## src/rtl/uart_ext.sv

```systemverilog
// uart_ext: UART endpoint with TX and RX serialisers, each with its own FIFO.
// Frame format, FIFO depth and bit timing are set by parameters. The RX FIFO is
// first-word-fall-through, and the error flags are sticky.

// uart_ext_fifo: circular buffer whose occupancy is tracked by a counter.
// Push and pop arrive already qualified from the parent, so this block never
// checks for full or empty itself.
module uart_ext_fifo #(
  parameter int W = 8,
  parameter int D = 16
) (
  input  logic                   i_clk,
  input  logic                   i_rst_n,
  input  logic                   i_push,
  input  logic                   i_pop,
  input  logic [W-1:0]           i_din,
  output logic [W-1:0]           o_dout,
  output logic [$clog2(D+1)-1:0] o_count
);
  localparam int AW = $clog2(D);
  localparam int CW = $clog2(D+1);

  logic [W-1:0]  r_mem [D];
  logic [AW-1:0] r_wptr;
  logic [AW-1:0] r_rptr;
  logic [CW-1:0] r_count;

  // storage array, no reset needed since occupancy gates every read
  always_ff @(posedge i_clk) begin
    if (i_push) r_mem[r_wptr] <= i_din;
  end

  // pointers wrap naturally (depth is a power of two); count tracks occupancy
  always_ff @(posedge i_clk or negedge i_rst_n) begin
    if (!i_rst_n) begin
      r_wptr  <= '0;
      r_rptr  <= '0;
      r_count <= '0;
    end else begin
      if (i_push) r_wptr <= r_wptr + AW'(1);
      if (i_pop)  r_rptr <= r_rptr + AW'(1);
      case ({i_push, i_pop})
        2'b10:   r_count <= r_count + CW'(1);
        2'b01:   r_count <= r_count - CW'(1);
        default: r_count <= r_count;
      endcase
    end
  end

  assign o_dout  = r_mem[r_rptr];
  assign o_count = r_count;
endmodule

// state  | meaning
// IDLE   | line idle, waiting for FIFO data (TX) or a falling edge (RX)
// START  | start bit (RX: half-period check for a false start)
// DATA   | data bits, LSB first
// PARITY | parity bit, skipped when parity is disabled
// STOP   | stop bit(s); RX leaves at the middle of the first one
module uart_ext #(
  parameter int CLK_RATE   = 100_000_000,
  parameter int BAUD_RATE  = 115200,
  parameter int DATA_BITS  = 8,
  parameter int PARITY     = 0,
  parameter int STOP_BITS  = 1,
  parameter int FIFO_DEPTH = 16
) (
  input  logic                            CLK_I,
  input  logic                            RST_NI,
  input  logic                            RX_I,
  output logic                            TX_O,
  input  logic                            WE_I,
  input  logic [DATA_BITS-1:0]            DSEND_I,
  output logic                            TX_READY_O,
  output logic [$clog2(FIFO_DEPTH+1)-1:0] TX_COUNT_O,
  input  logic                            RE_I,
  output logic [DATA_BITS-1:0]            DREC_O,
  output logic                            RX_VALID_O,
  output logic                            RX_FULL_O,
  output logic [$clog2(FIFO_DEPTH+1)-1:0] RX_COUNT_O,
  input  logic                            CLR_ERR_I,
  output logic                            PARITY_ERR_O,
  output logic                            FRAME_ERR_O,
  output logic                            OVERRUN_O
);
  localparam int BIT_CLKS = (CLK_RATE + BAUD_RATE / 2) / BAUD_RATE;
  localparam int TW       = $clog2(BIT_CLKS);
  localparam int CW       = $clog2(FIFO_DEPTH + 1);
  localparam logic [TW-1:0] TMR_BIT   = TW'(BIT_CLKS - 1);
  localparam logic [TW-1:0] TMR_HALF  = TW'(BIT_CLKS / 2 - 1);
  localparam logic [2:0]    LAST_DATA = 3'(DATA_BITS - 1);
  localparam logic [2:0]    LAST_STOP = 3'(STOP_BITS - 1);
  localparam logic [CW-1:0] CNT_FULL  = CW'(FIFO_DEPTH);

  typedef enum logic [2:0] {S_IDLE, S_START, S_DATA, S_PARITY, S_STOP} state_t;

  logic [1:0] r_rst_sync;
  logic       w_rst_n;

  // reset asserts asynchronously and releases on the clock
  always_ff @(posedge CLK_I or negedge RST_NI) begin
    if (!RST_NI) r_rst_sync <= 2'b00;
    else         r_rst_sync <= {r_rst_sync[0], 1'b1};
  end
  assign w_rst_n = r_rst_sync[1];

  // ---------------- TX path ----------------
  logic                 w_tx_push, w_tx_pop;
  logic [DATA_BITS-1:0] w_tx_head;
  logic [CW-1:0]        w_tx_cnt;
  state_t               r_tx_state, w_tx_next;
  logic [TW-1:0]        r_tx_tmr;
  logic [2:0]           r_tx_bitn;
  logic [DATA_BITS-1:0] r_tx_shift;
  logic                 r_tx_par;
  logic                 r_tx_line;
  logic                 w_tx_bit;
  logic                 w_tx_tc;

  assign w_tx_push = WE_I && (w_tx_cnt != CNT_FULL);

  uart_ext_fifo #(.W(DATA_BITS), .D(FIFO_DEPTH)) u_tx_fifo (
    .i_clk(CLK_I), .i_rst_n(w_rst_n), .i_push(w_tx_push), .i_pop(w_tx_pop),
    .i_din(DSEND_I), .o_dout(w_tx_head), .o_count(w_tx_cnt)
  );

  assign w_tx_tc = (r_tx_tmr == '0);

  // TX next state; the FIFO is popped on every entry to START
  always_comb begin
    w_tx_next = r_tx_state;
    w_tx_pop  = 1'b0;
    w_tx_bit  = 1'b1;
    case (r_tx_state)
      S_IDLE: begin
        if (w_tx_cnt != '0) begin
          w_tx_next = S_START;
          w_tx_pop  = 1'b1;
        end
      end
      S_START: begin
        w_tx_bit = 1'b0;
        if (w_tx_tc) w_tx_next = S_DATA;
      end
      S_DATA: begin
        w_tx_bit = r_tx_shift[0];
        if (w_tx_tc && r_tx_bitn == LAST_DATA)
          w_tx_next = (PARITY != 0) ? S_PARITY : S_STOP;
      end
      S_PARITY: begin
        w_tx_bit = r_tx_par;
        if (w_tx_tc) w_tx_next = S_STOP;
      end
      S_STOP: begin
        if (w_tx_tc && r_tx_bitn == LAST_STOP) begin
          if (w_tx_cnt != '0) begin
            w_tx_next = S_START;
            w_tx_pop  = 1'b1;
          end else begin
            w_tx_next = S_IDLE;
          end
        end
      end
      default: w_tx_next = S_IDLE;
    endcase
  end

  // TX state, bit timer and shifter; the line is registered to stay glitch-free
  always_ff @(posedge CLK_I or negedge w_rst_n) begin
    if (!w_rst_n) begin
      r_tx_state <= S_IDLE;
      r_tx_tmr   <= TMR_BIT;
      r_tx_bitn  <= '0;
      r_tx_shift <= '0;
      r_tx_par   <= 1'b0;
      r_tx_line  <= 1'b1;
    end else begin
      r_tx_state <= w_tx_next;
      r_tx_line  <= w_tx_bit;
      if (r_tx_state == S_IDLE) begin
        r_tx_tmr  <= TMR_BIT;
        r_tx_bitn <= '0;
      end else if (w_tx_tc) begin
        r_tx_tmr  <= TMR_BIT;
        r_tx_bitn <= (w_tx_next == r_tx_state) ? r_tx_bitn + 3'd1 : 3'd0;
      end else begin
        r_tx_tmr  <= r_tx_tmr - TW'(1);
      end
      if (w_tx_pop) begin
        r_tx_shift <= w_tx_head;
        r_tx_par   <= (PARITY == 1) ? ~(^w_tx_head) : ^w_tx_head;
      end else if (r_tx_state == S_DATA && w_tx_tc) begin
        r_tx_shift <= r_tx_shift >> 1;
      end
    end
  end

  assign TX_O       = r_tx_line;
  assign TX_READY_O = (w_tx_cnt != CNT_FULL);
  assign TX_COUNT_O = w_tx_cnt;

  // ---------------- RX path ----------------
  logic                 r_rx_s1, r_rx_s2, r_rx_s3;
  logic                 w_rx_fall;
  state_t               r_rx_state, w_rx_next;
  logic [TW-1:0]        r_rx_tmr;
  logic [2:0]           r_rx_bitn;
  logic [DATA_BITS-1:0] r_rx_shift;
  logic                 r_rx_par;
  logic                 w_rx_tc, w_rx_done, w_rx_stop_bad, w_rx_par_bad;
  logic                 w_rx_push, w_rx_pop, w_rx_full;
  logic [DATA_BITS-1:0] w_rx_head;
  logic [CW-1:0]        w_rx_cnt;
  logic                 r_perr, r_ferr, r_ovr;

  // two-flop synchroniser plus one history flop for falling-edge detection
  always_ff @(posedge CLK_I or negedge w_rst_n) begin
    if (!w_rst_n) begin
      r_rx_s1 <= 1'b1;
      r_rx_s2 <= 1'b1;
      r_rx_s3 <= 1'b1;
    end else begin
      r_rx_s1 <= RX_I;
      r_rx_s2 <= r_rx_s1;
      r_rx_s3 <= r_rx_s2;
    end
  end
  assign w_rx_fall = r_rx_s3 && !r_rx_s2;
  assign w_rx_tc   = (r_rx_tmr == '0);

  // RX next state; every sample is taken at the timer's terminal count
  always_comb begin
    w_rx_next = r_rx_state;
    case (r_rx_state)
      S_IDLE:   if (w_rx_fall) w_rx_next = S_START;
      S_START:  if (w_rx_tc) w_rx_next = r_rx_s2 ? S_IDLE : S_DATA;
      S_DATA:   if (w_rx_tc && r_rx_bitn == LAST_DATA)
                  w_rx_next = (PARITY != 0) ? S_PARITY : S_STOP;
      S_PARITY: if (w_rx_tc) w_rx_next = S_STOP;
      S_STOP:   if (w_rx_tc) w_rx_next = S_IDLE;
      default:  w_rx_next = S_IDLE;
    endcase
  end

  // RX state, bit timer and sampling; IDLE preloads a half period for START
  always_ff @(posedge CLK_I or negedge w_rst_n) begin
    if (!w_rst_n) begin
      r_rx_state <= S_IDLE;
      r_rx_tmr   <= TMR_HALF;
      r_rx_bitn  <= '0;
      r_rx_shift <= '0;
      r_rx_par   <= 1'b0;
    end else begin
      r_rx_state <= w_rx_next;
      if (r_rx_state == S_IDLE) begin
        r_rx_tmr  <= TMR_HALF;
        r_rx_bitn <= '0;
      end else if (w_rx_tc) begin
        r_rx_tmr  <= TMR_BIT;
        r_rx_bitn <= (w_rx_next == r_rx_state) ? r_rx_bitn + 3'd1 : 3'd0;
        if (r_rx_state == S_DATA)   r_rx_shift <= {r_rx_s2, r_rx_shift[DATA_BITS-1:1]};
        if (r_rx_state == S_PARITY) r_rx_par   <= r_rx_s2;
      end else begin
        r_rx_tmr  <= r_rx_tmr - TW'(1);
      end
    end
  end

  assign w_rx_done     = (r_rx_state == S_STOP) && w_rx_tc;
  assign w_rx_stop_bad = !r_rx_s2;
  assign w_rx_par_bad  = (PARITY == 1) ? ~(^{r_rx_shift, r_rx_par}) :
                         (PARITY == 2) ?  (^{r_rx_shift, r_rx_par}) : 1'b0;
  assign w_rx_full     = (w_rx_cnt == CNT_FULL);
  assign w_rx_pop      = RE_I && (w_rx_cnt != '0);
  assign w_rx_push     = w_rx_done && !w_rx_stop_bad && !w_rx_par_bad &&
                         (!w_rx_full || w_rx_pop);

  uart_ext_fifo #(.W(DATA_BITS), .D(FIFO_DEPTH)) u_rx_fifo (
    .i_clk(CLK_I), .i_rst_n(w_rst_n), .i_push(w_rx_push), .i_pop(w_rx_pop),
    .i_din(r_rx_shift), .o_dout(w_rx_head), .o_count(w_rx_cnt)
  );

  // sticky flags; a new event wins over a simultaneous clear
  always_ff @(posedge CLK_I or negedge w_rst_n) begin
    if (!w_rst_n) begin
      r_perr <= 1'b0;
      r_ferr <= 1'b0;
      r_ovr  <= 1'b0;
    end else begin
      r_ferr <= (r_ferr && !CLR_ERR_I) || (w_rx_done && w_rx_stop_bad);
      r_perr <= (r_perr && !CLR_ERR_I) || (w_rx_done && !w_rx_stop_bad && w_rx_par_bad);
      r_ovr  <= (r_ovr  && !CLR_ERR_I) ||
                (w_rx_done && !w_rx_stop_bad && !w_rx_par_bad && w_rx_full && !w_rx_pop);
    end
  end

  assign RX_VALID_O   = (w_rx_cnt != '0);
  assign RX_FULL_O    = w_rx_full;
  assign RX_COUNT_O   = w_rx_cnt;
  assign DREC_O       = RX_VALID_O ? w_rx_head : '0;
  assign PARITY_ERR_O = r_perr;
  assign FRAME_ERR_O  = r_ferr;
  assign OVERRUN_O    = r_ovr;
endmodule

```

## config.mk

```make
export PLATFORM = sky130hd
export DESIGN_NAME = uart_ext
export DESIGN_NICKNAME = d
export VERILOG_FILES = /design/src/rtl/uart_ext.sv
export SDC_FILE = /design/constraint.sdc
export NUM_CORES = 1
export LEC_CHECK = 0
export BUFFER_PORTS_ARGS = -buffer_cell sky130_fd_sc_hd__buf_2
export CORE_MARGIN = 2
export CORE_UTILIZATION = 55
export DETAILED_ROUTE_END_ITERATION = 16
export GPL_TIMING_DRIVEN = 0
export PLACE_DENSITY = 0.74
export SETUP_SLACK_MARGIN = 0.5
export SLEW_MARGIN = 15
export SYNTH_ARGS = -nofsm -noshare
export SYNTH_HDL_FRONTEND = slang
export SYNTH_SLANG_ARGS = --single-unit
```

## constraint.sdc

```tcl
create_clock -name CLK_I -period 2.53 [get_ports CLK_I]
set_clock_uncertainty 0.1 [all_clocks]
set_input_delay 0.1265 -clock CLK_I [delete_from_list [all_inputs] [get_ports CLK_I]]
set_output_delay 0.1265 -clock CLK_I [all_outputs]
set_load 0.03 [all_outputs]
```

## Yosys cells after proc, flatten, opt, wreduce, memory -nomap -nowiden

Memory sizes are Yosys's and may differ from the RTL's.
Cells that the tools add are included.

- Latch bits: 0
- Flip-flop bits (word level): 84
- Bits in writable memories: 256
- Input bits: 14
- Bits in read-only memories: 0
- Output and inout port bits: 25
- Memories kept: 2
- Word-level logic and storage cells: 130

- Bitwise operators: 1
- Equal/unequal tests: 18
- Muxes and demuxes: 37
- $lt $le $gt $ge: 0
- Multipliers: 0
- Add/sub/neg operators: 12
- Reductions and logical operators: 37
- Shift operators: 0
- Divide/modulo/power cells: 0

Memory list:

| name | depth | bits a word | read ports | clocked after Yosys merged registers in | write ports | line | text |
|---|---|---|---|---|---|---|---|
| u_rx_fifo.r_mem | 16 | 8 | 1 | 0 | 1 | 23 | `logic [W-1:0] r_mem [D];` |
| u_tx_fifo.r_mem | 16 | 8 | 1 | 0 | 1 | 23 |  |

Operator list:

| kind | number |
|---|---|
| 3-bit 2-to-1 mux | 16 |
| 10-bit 2-to-1 mux | 4 |
| 3-bit case mux with 5 select lines | 2 |
| 8-bit 2-to-1 mux | 3 |
| 10-bit logical NOT | 2 |
| 5-bit case mux with 2 select lines | 2 |
| 10-bit by 1-bit subtractor with 10-bit output (second input constant) | 2 |
| 4-bit by 1-bit adder with 4-bit output (second input constant) | 4 |
| 1-bit logical AND | 16 |
| 3-bit by 2-bit equality test with 1-bit output (second input constant) | 4 |
| 3-bit equality test (second input constant) | 4 |
| 5-bit by 1-bit adder with 5-bit output (second input constant) | 2 |
| 2-bit nonzero test | 5 |
| 5-bit nonzero test | 2 |
| 5-bit by 1-bit subtractor with 5-bit output (second input constant) | 2 |
| 3-bit logical NOT | 3 |
| 8-bit XOR reduction | 1 |
| 1-bit 2-to-1 mux | 7 |
| 3-bit by 1-bit adder with 3-bit output (second input constant) | 2 |
| 3-bit by 1-bit equality test with 1-bit output (second input constant) | 2 |
| 3-bit equality test | 2 |
| 5-bit equality test (second input constant) | 1 |
| 5-bit inequality test (second input constant) | 1 |
| 2-bit by 1-bit equality test with 1-bit output (second input constant) | 2 |
| other kinds (8) | 14 |

## Depth between registers and ports, before layout

- Depth after elaboration: 8
- Mapped depth: 16
- Mapped depth without buffers: 15

## Modules after synthesis

A second synthesis with hierarchy kept.

- Cell total of the unflattened synthesis: 829
- Area, all modules: 14387.5 um^2

Modules (own cells, without submodules):

| module | cells each | area an instance (um^2) | times used |
|---|---|---|---|
| uart_ext_fifo at u_rx_fifo | 288 | 5769.3 | 1 |
| uart_ext_fifo at u_tx_fifo | 287 | 5768.0 | 1 |
| uart_ext | 254 | 2850.2 | 1 |

## Worst setup path before layout

Ideal clock, no wire load.

- Path type: flip-flop to flip-flop
- Start point: register u_tx_fifo.r_count[1], in the netlist u_tx_fifo.o_count[1]
- End point: register u_tx_fifo.r_count[4], in the netlist u_tx_fifo.o_count[4]
- Buffers on the path: 2
- Stages on the path, launching flop included: 16
- Data arrival time: 3157 ps
- Data required time: 2349 ps
- Slack: -807 ps
- Clock period less this slack: 3337 ps
- Path through: dfrtp_1 > clkbuf_1 > or4_1 > o21ai_0 > a21o_1 > inv_1 > buf_1 > ha_1 > xor2_1 > ha_1 > o21ai_0 > nand2b_1 > a21oi_1 > nand3_1 > a21oi_1 > xor2_1

- Cells in the longest elaborated chain, start to end: 6
- Elaborated cells on any way between the ends: 12
- Those cells by class: 2 x add/sub; 3 x eq/ne; 4 x mux; 3 x reduce/logical

Ends and longest elaborated chain:

| element | line | text |
|---|---|---|
| from (decl) | 26 | `logic [CW-1:0] r_count;` |
| from (signal assigned) | 43 | `2'b10: r_count <= r_count + CW'(1);` |
| from (signal assigned) | 44 | `2'b01: r_count <= r_count - CW'(1);` |
| from (signal assigned) | 45 | `default: r_count <= r_count;` |
| 5-bit nonzero test * | 136, 156 |  |
| 1-bit 2-to-1 mux * | 136, 156 |  |
| 1-bit 2-to-1 mux | 155 | `if (w_tx_tc && r_tx_bitn == LAST_STOP) begin` |
| 1-bit case mux with 2 select lines * | 134 | `case (r_tx_state)` |
| net u_tx_fifo.i_pop | 15 | `input logic i_pop,` |
| 2-bit by 1-bit equality test with 1-bit output / 2-bit equality test (equally long branches) | 42 | `case ({i_push, i_pop})` |
| 5-bit case mux with 2 select lines / 2-bit nonzero test (equally long branches) | n/a |  |

The timed path passes the listed nets; every way through them passes the cells marked *.
A chain may end at the register's enable or synchronous reset.

## Worst setup path after layout

- Start point: register u_tx_fifo.r_count[0], in the netlist u_tx_fifo.o_count[0]
- End point: register u_tx_fifo.r_count[4], in the netlist u_tx_fifo.o_count[4]

Same word-level chain as after synthesis.

==> out/summary.txt <==
================================================================================
Run status ........................................................ finished, violations left
Violations in the final reports ................................... negative setup slack
Placer Congestion .................................................        0.782
Most frequent cells after synthesis ............................... 256 x edfxtp_1, 69 x dfrtp_1, 67 x mux4_2, 60 x nand2_1, 48 x nor2_1
CP delay by family, top ........................................... simple AND/OR/NAND/NOR gates
Post-DR wirelength/cell ...........................................      24.6 um
Worst Hold Depth ..................................................            4
Root Buffer .......................................................    clkbuf_16
Leftover overflow at the end of global routing ....................            0
R2R Path Start .................................................... u_tx_fifo.o_count[0]
Chip height .......................................................       164 um
Sink Count ........................................................          340
Antenna cells .....................................................            0
Post-detail-place hpwl ............................................     16900 um
Crit path depth ...................................................           14
Drt total wl ......................................................     33600 um
H-tree lvl count ..................................................            2
Area enclosed by the die boundary .................................  26900 sq um
Core box area .....................................................  25200 sq um
Chain of cells forming the critical path .......................... or4_4 -> o21ai_2 -> a21o_1 -> inv_2 -> buf_6 -> ha_4 -> xor2_4 -> ha_4 -> o21ai_2 -> nand2b_1 -> a21oi_2 -> nand3_1 -> a21oi_2 -> xor2_1
Global-route wire length before repair ............................     48100 um
Antenna violation net count after detailed routing ................            0
Reg-to-reg endpoint ............................................... u_tx_fifo.o_count[4]
Slew at the pin with the worst max-slew slack .....................     0.935 ns
Crit path max-delay cell type .....................................        or4_4
Worst IR drop on VDD ..............................................      1000 uV
Slew margin rel. ..................................................        37.3%
Critical path class ............................................... flop to flop
Top-Level Pins ....................................................           39
Detailed Route Iter0 Violations ...................................          767
Final hold violations .............................................            0
Post-synthesis instance area ......................................  14100 sq um
Non-Filler Cell Area, Final .......................................  18500 sq um
Setup-violating endpoint count in the final report ................          155
Static leakage power ..............................................      6.71 nW
Startpoint types ..................................................         flop
Startpoint of the most critical hold path .........................         RE_I
Critical-path maximum fanout ......................................            6
DRC errors left ...................................................            0
Leading area contributor after synthesis ..........................     edfxtp_1
Share of the clock period used by the worst path after layout .....         118%
Count of buffer and inverter cells on the critical path ...........            2
Synth Area per Inst ...............................................   17.4 sq um
Number of global-route vias before repair .........................         8193
Asr flop ratio synth ..............................................        24.7%
TritonCTS clock tree ..............................................          yes
Type of destination of the critical path ..........................         flop
Hold EP ........................................................... u_rx_fifo.r_rptr[1]
Pre-Repair DR Iteration Count .....................................            5
CTS buffer count ..................................................           36
Syn_nets ..........................................................          849
Hold slack ........................................................    0.0130 ns
Synth warn ........................................................            0
Most frequently used cell type in the post-synthesis netlist ......     edfxtp_1
Clock insertion delay at the later pin of the skew report .........      0.51 ns
Layout cells sized above 1 ........................................        44.4%
Vias per Instance .................................................         5.99
Tot Pwr ...........................................................      15.8 mW
Core Rows .........................................................           58
Power per unit of standard cell area ..............................  855 nW/um^2
Most used DFF post-synth ..........................................     edfxtp_1
Arrival time reported for the critical path endpoint ..............      3.32 ns
Initial standard-cell utilization of the core .....................        55.9%
Leading post-synthesis cells by cell area ......................... edfxtp_1 55%, dfrtp_1 12%, mux4_2 11%
Worst hold path class ............................................. input pin to flop
Max Clock Freq ....................................................      334 MHz
Unrepaired setup endpoints after global routing ...................         true
Top-area cell type share of the netlist area ......................        54.6%
Vias post-DR ......................................................         8201
Area of placed instances ..........................................  15000 sq um
Number of maximum-capacitance violations ..........................            0
Worst Path Required ...............................................      2.86 ns
Proportion of synthesized chip area in sequential cells ...........        69.6%
Chip width ........................................................       164 um
Post-synthesis cell type count ....................................           59
Final worst slack .................................................    -0.466 ns
Count of placed standard cells including taps .....................         1180
Max-slew violation count ..........................................            0
Buffers from clock root to sink, at most ..........................            3
Maximum number of pins on one net before global-route repair ......           50
Number of enable-type register cells in the synthesized netlist ...          256
Growth of design area from synthesis to finish ....................        31.1%
Cell count of the worst reg-to-reg path ...........................           14
Clock period minus worst slack ....................................      3.00 ns
Final standard cell count with taps included and fillers excluded .         1368
Cells after synthesis .............................................          811
Max incr delay on CP ..............................................      0.55 ns
Antenna violations before repair ..................................            0
Final layout net count ............................................         1049
Total routing resource utilization after global routing ...........        24.2%
Clock-pin slew on the worst setup and hold paths ..................      0.06 ns
Synthesis-stage register bit count ................................          340
Port-buffer cells .................................................           38
Slack of the worst reg-to-reg path ................................     -0.47 ns
Post-layout util ..................................................        73.3%
================================================================================
routing by layer:
layer	wire, um	global-route usage (%)	part of all wire (%)	vias to the layer above
met3	2250	3.74	6.7	58
met1	13300	33.8	40	4267
li1	-	-	-	3528
met4	702	6.62	2.1	0
met5	0	0	0	-
met2	17300	40.4	52	348
flip-flops by register name, summed over array words and instances (netlist names), 2 cells and up:
name / count
r_rst_sync: 2
r_rx_bitn: 3
r_rx_shift: 8
r_rx_state: 3
r_rx_tmr: 10
r_tx_bitn: 3
r_tx_shift: 8
r_tx_state: 3
r_tx_tmr: 10
u_rx_fifo.o_count: 5
u_rx_fifo.r_mem: 128
u_rx_fifo.r_rptr: 4
u_rx_fifo.r_wptr: 4
u_tx_fifo.o_count: 5
u_tx_fifo.r_mem: 128
u_tx_fifo.r_rptr: 4
u_tx_fifo.r_wptr: 4
report_power, final:
| part | internal, mW | switching [mW] | leakage [nW] |
|---|---|---|---|
| clock network | 2.84 | 2.09 | 0.528 |
| registers | 6.42 | 0.341 | 3.50 |
| logic | 1.96 | 2.14 | 2.68 |
worst max-delay path by stage:
stage	startpoint	end	slack, ns
5_1_grt	u_tx_fifo.o_count[1]	u_tx_fifo.o_count[4]	-0.59
4_1_cts	r_rx_tmr[4]	u_rx_fifo.o_count[4]	-0.41
3_3_place_gp	r_rx_tmr[5]	u_rx_fifo.r_mem[0][7]	-1.19
6_report	u_tx_fifo.o_count[0]	u_tx_fifo.o_count[4]	-0.47
3_5_place_dp	r_rx_tmr[5]	u_rx_fifo.r_mem[4][0]	-0.92
2_1_floorplan	r_rx_tmr[5]	u_rx_fifo.r_mem[0][0]	-0.40
layout make-up:
class,instances,area (sq um)
Buffer,30,312
Tap cell,330,413
Clock buffer,59,1050
Fill cell,1360,6720
Timing Repair Buffer,162,1880
Clock inverter,6,50.0
Sequential cell,340,9820
Multi-Input combinational cell,420,4870
Inverter,21,78.8
through the flow:
step                      setup TNS, ns  setup WS, ns
after floorplan                  -29.42        -0.404
after global placement          -104.55         -1.19
after detailed placement        -107.25        -0.918
after CTS                        -32.44        -0.410
after global routing             -31.29        -0.594
final                            -19.84        -0.466
worst register-to-register path, stage by stage, from the launching register on:
cell	delay, ns
dfrtp_2	0.48
or4_4	0.55
o21ai_2	0.14
a21o_1	0.13
inv_2	0.06
buf_6	0.12
ha_4	0.18
xor2_4	0.19
ha_4	0.18
o21ai_2	0.12
nand2b_1	0.09
a21oi_2	0.15
nand3_1	0.12
a21oi_2	0.15
xor2_1	0.16
cell families after synthesis:
| logic type | after synthesis | synth area share, % |
|---|---|---|
| flip-flops | 340 | 69.6 |
| AND/OR/NAND/NOR | 191 | 7.03 |
| multiplexers | 94 | 13.5 |
| AO/OA/AOI/OAI | 68 | 3.04 |
| buffers and inverters | 51 | 1.78 |
| XOR/XNOR | 42 | 2.76 |
| adder cells (fa/ha/maj) | 24 | 2.19 |
| other | 1 | 0.0266 |
repair_timing:
item,4_1_cts,5_1_grt
endpoints found under the hold margin,135,0
pin swaps,71,43
cloned,6,2
hold buffers,13,0
setup endpoints to repair,319,278
resized for setup,169,77
buffers inserted,75,27
placed cells by master, fill, tap and decap left out, types with 7 or more instances in the layout:
cell	n
inv_1	17
a21oi_2	8
ha_1	17
o21ai_1	10
buf_4	42
buf_12	36
edfxtp_1	256
a21oi_1	9
buf_6	41
nor3_4	12
buf_8	8
clkbuf_16	38
clkbuf_1	19
buf_2	32
mux2i_1	9
mux4_2	73
dfstp_2	15
and2_4	9
dfrtp_1	61
dlygate4sd3_1	13
mux2_2	10
o21ai_2	10
xnor2_1	26
nand2_4	7
xor2_1	10
dfrtp_2	7
nor2_1	16
nand2_1	44
nand2b_1	14
nor2_4	29
No activity file was read; power rests on OpenSTA's default activity.
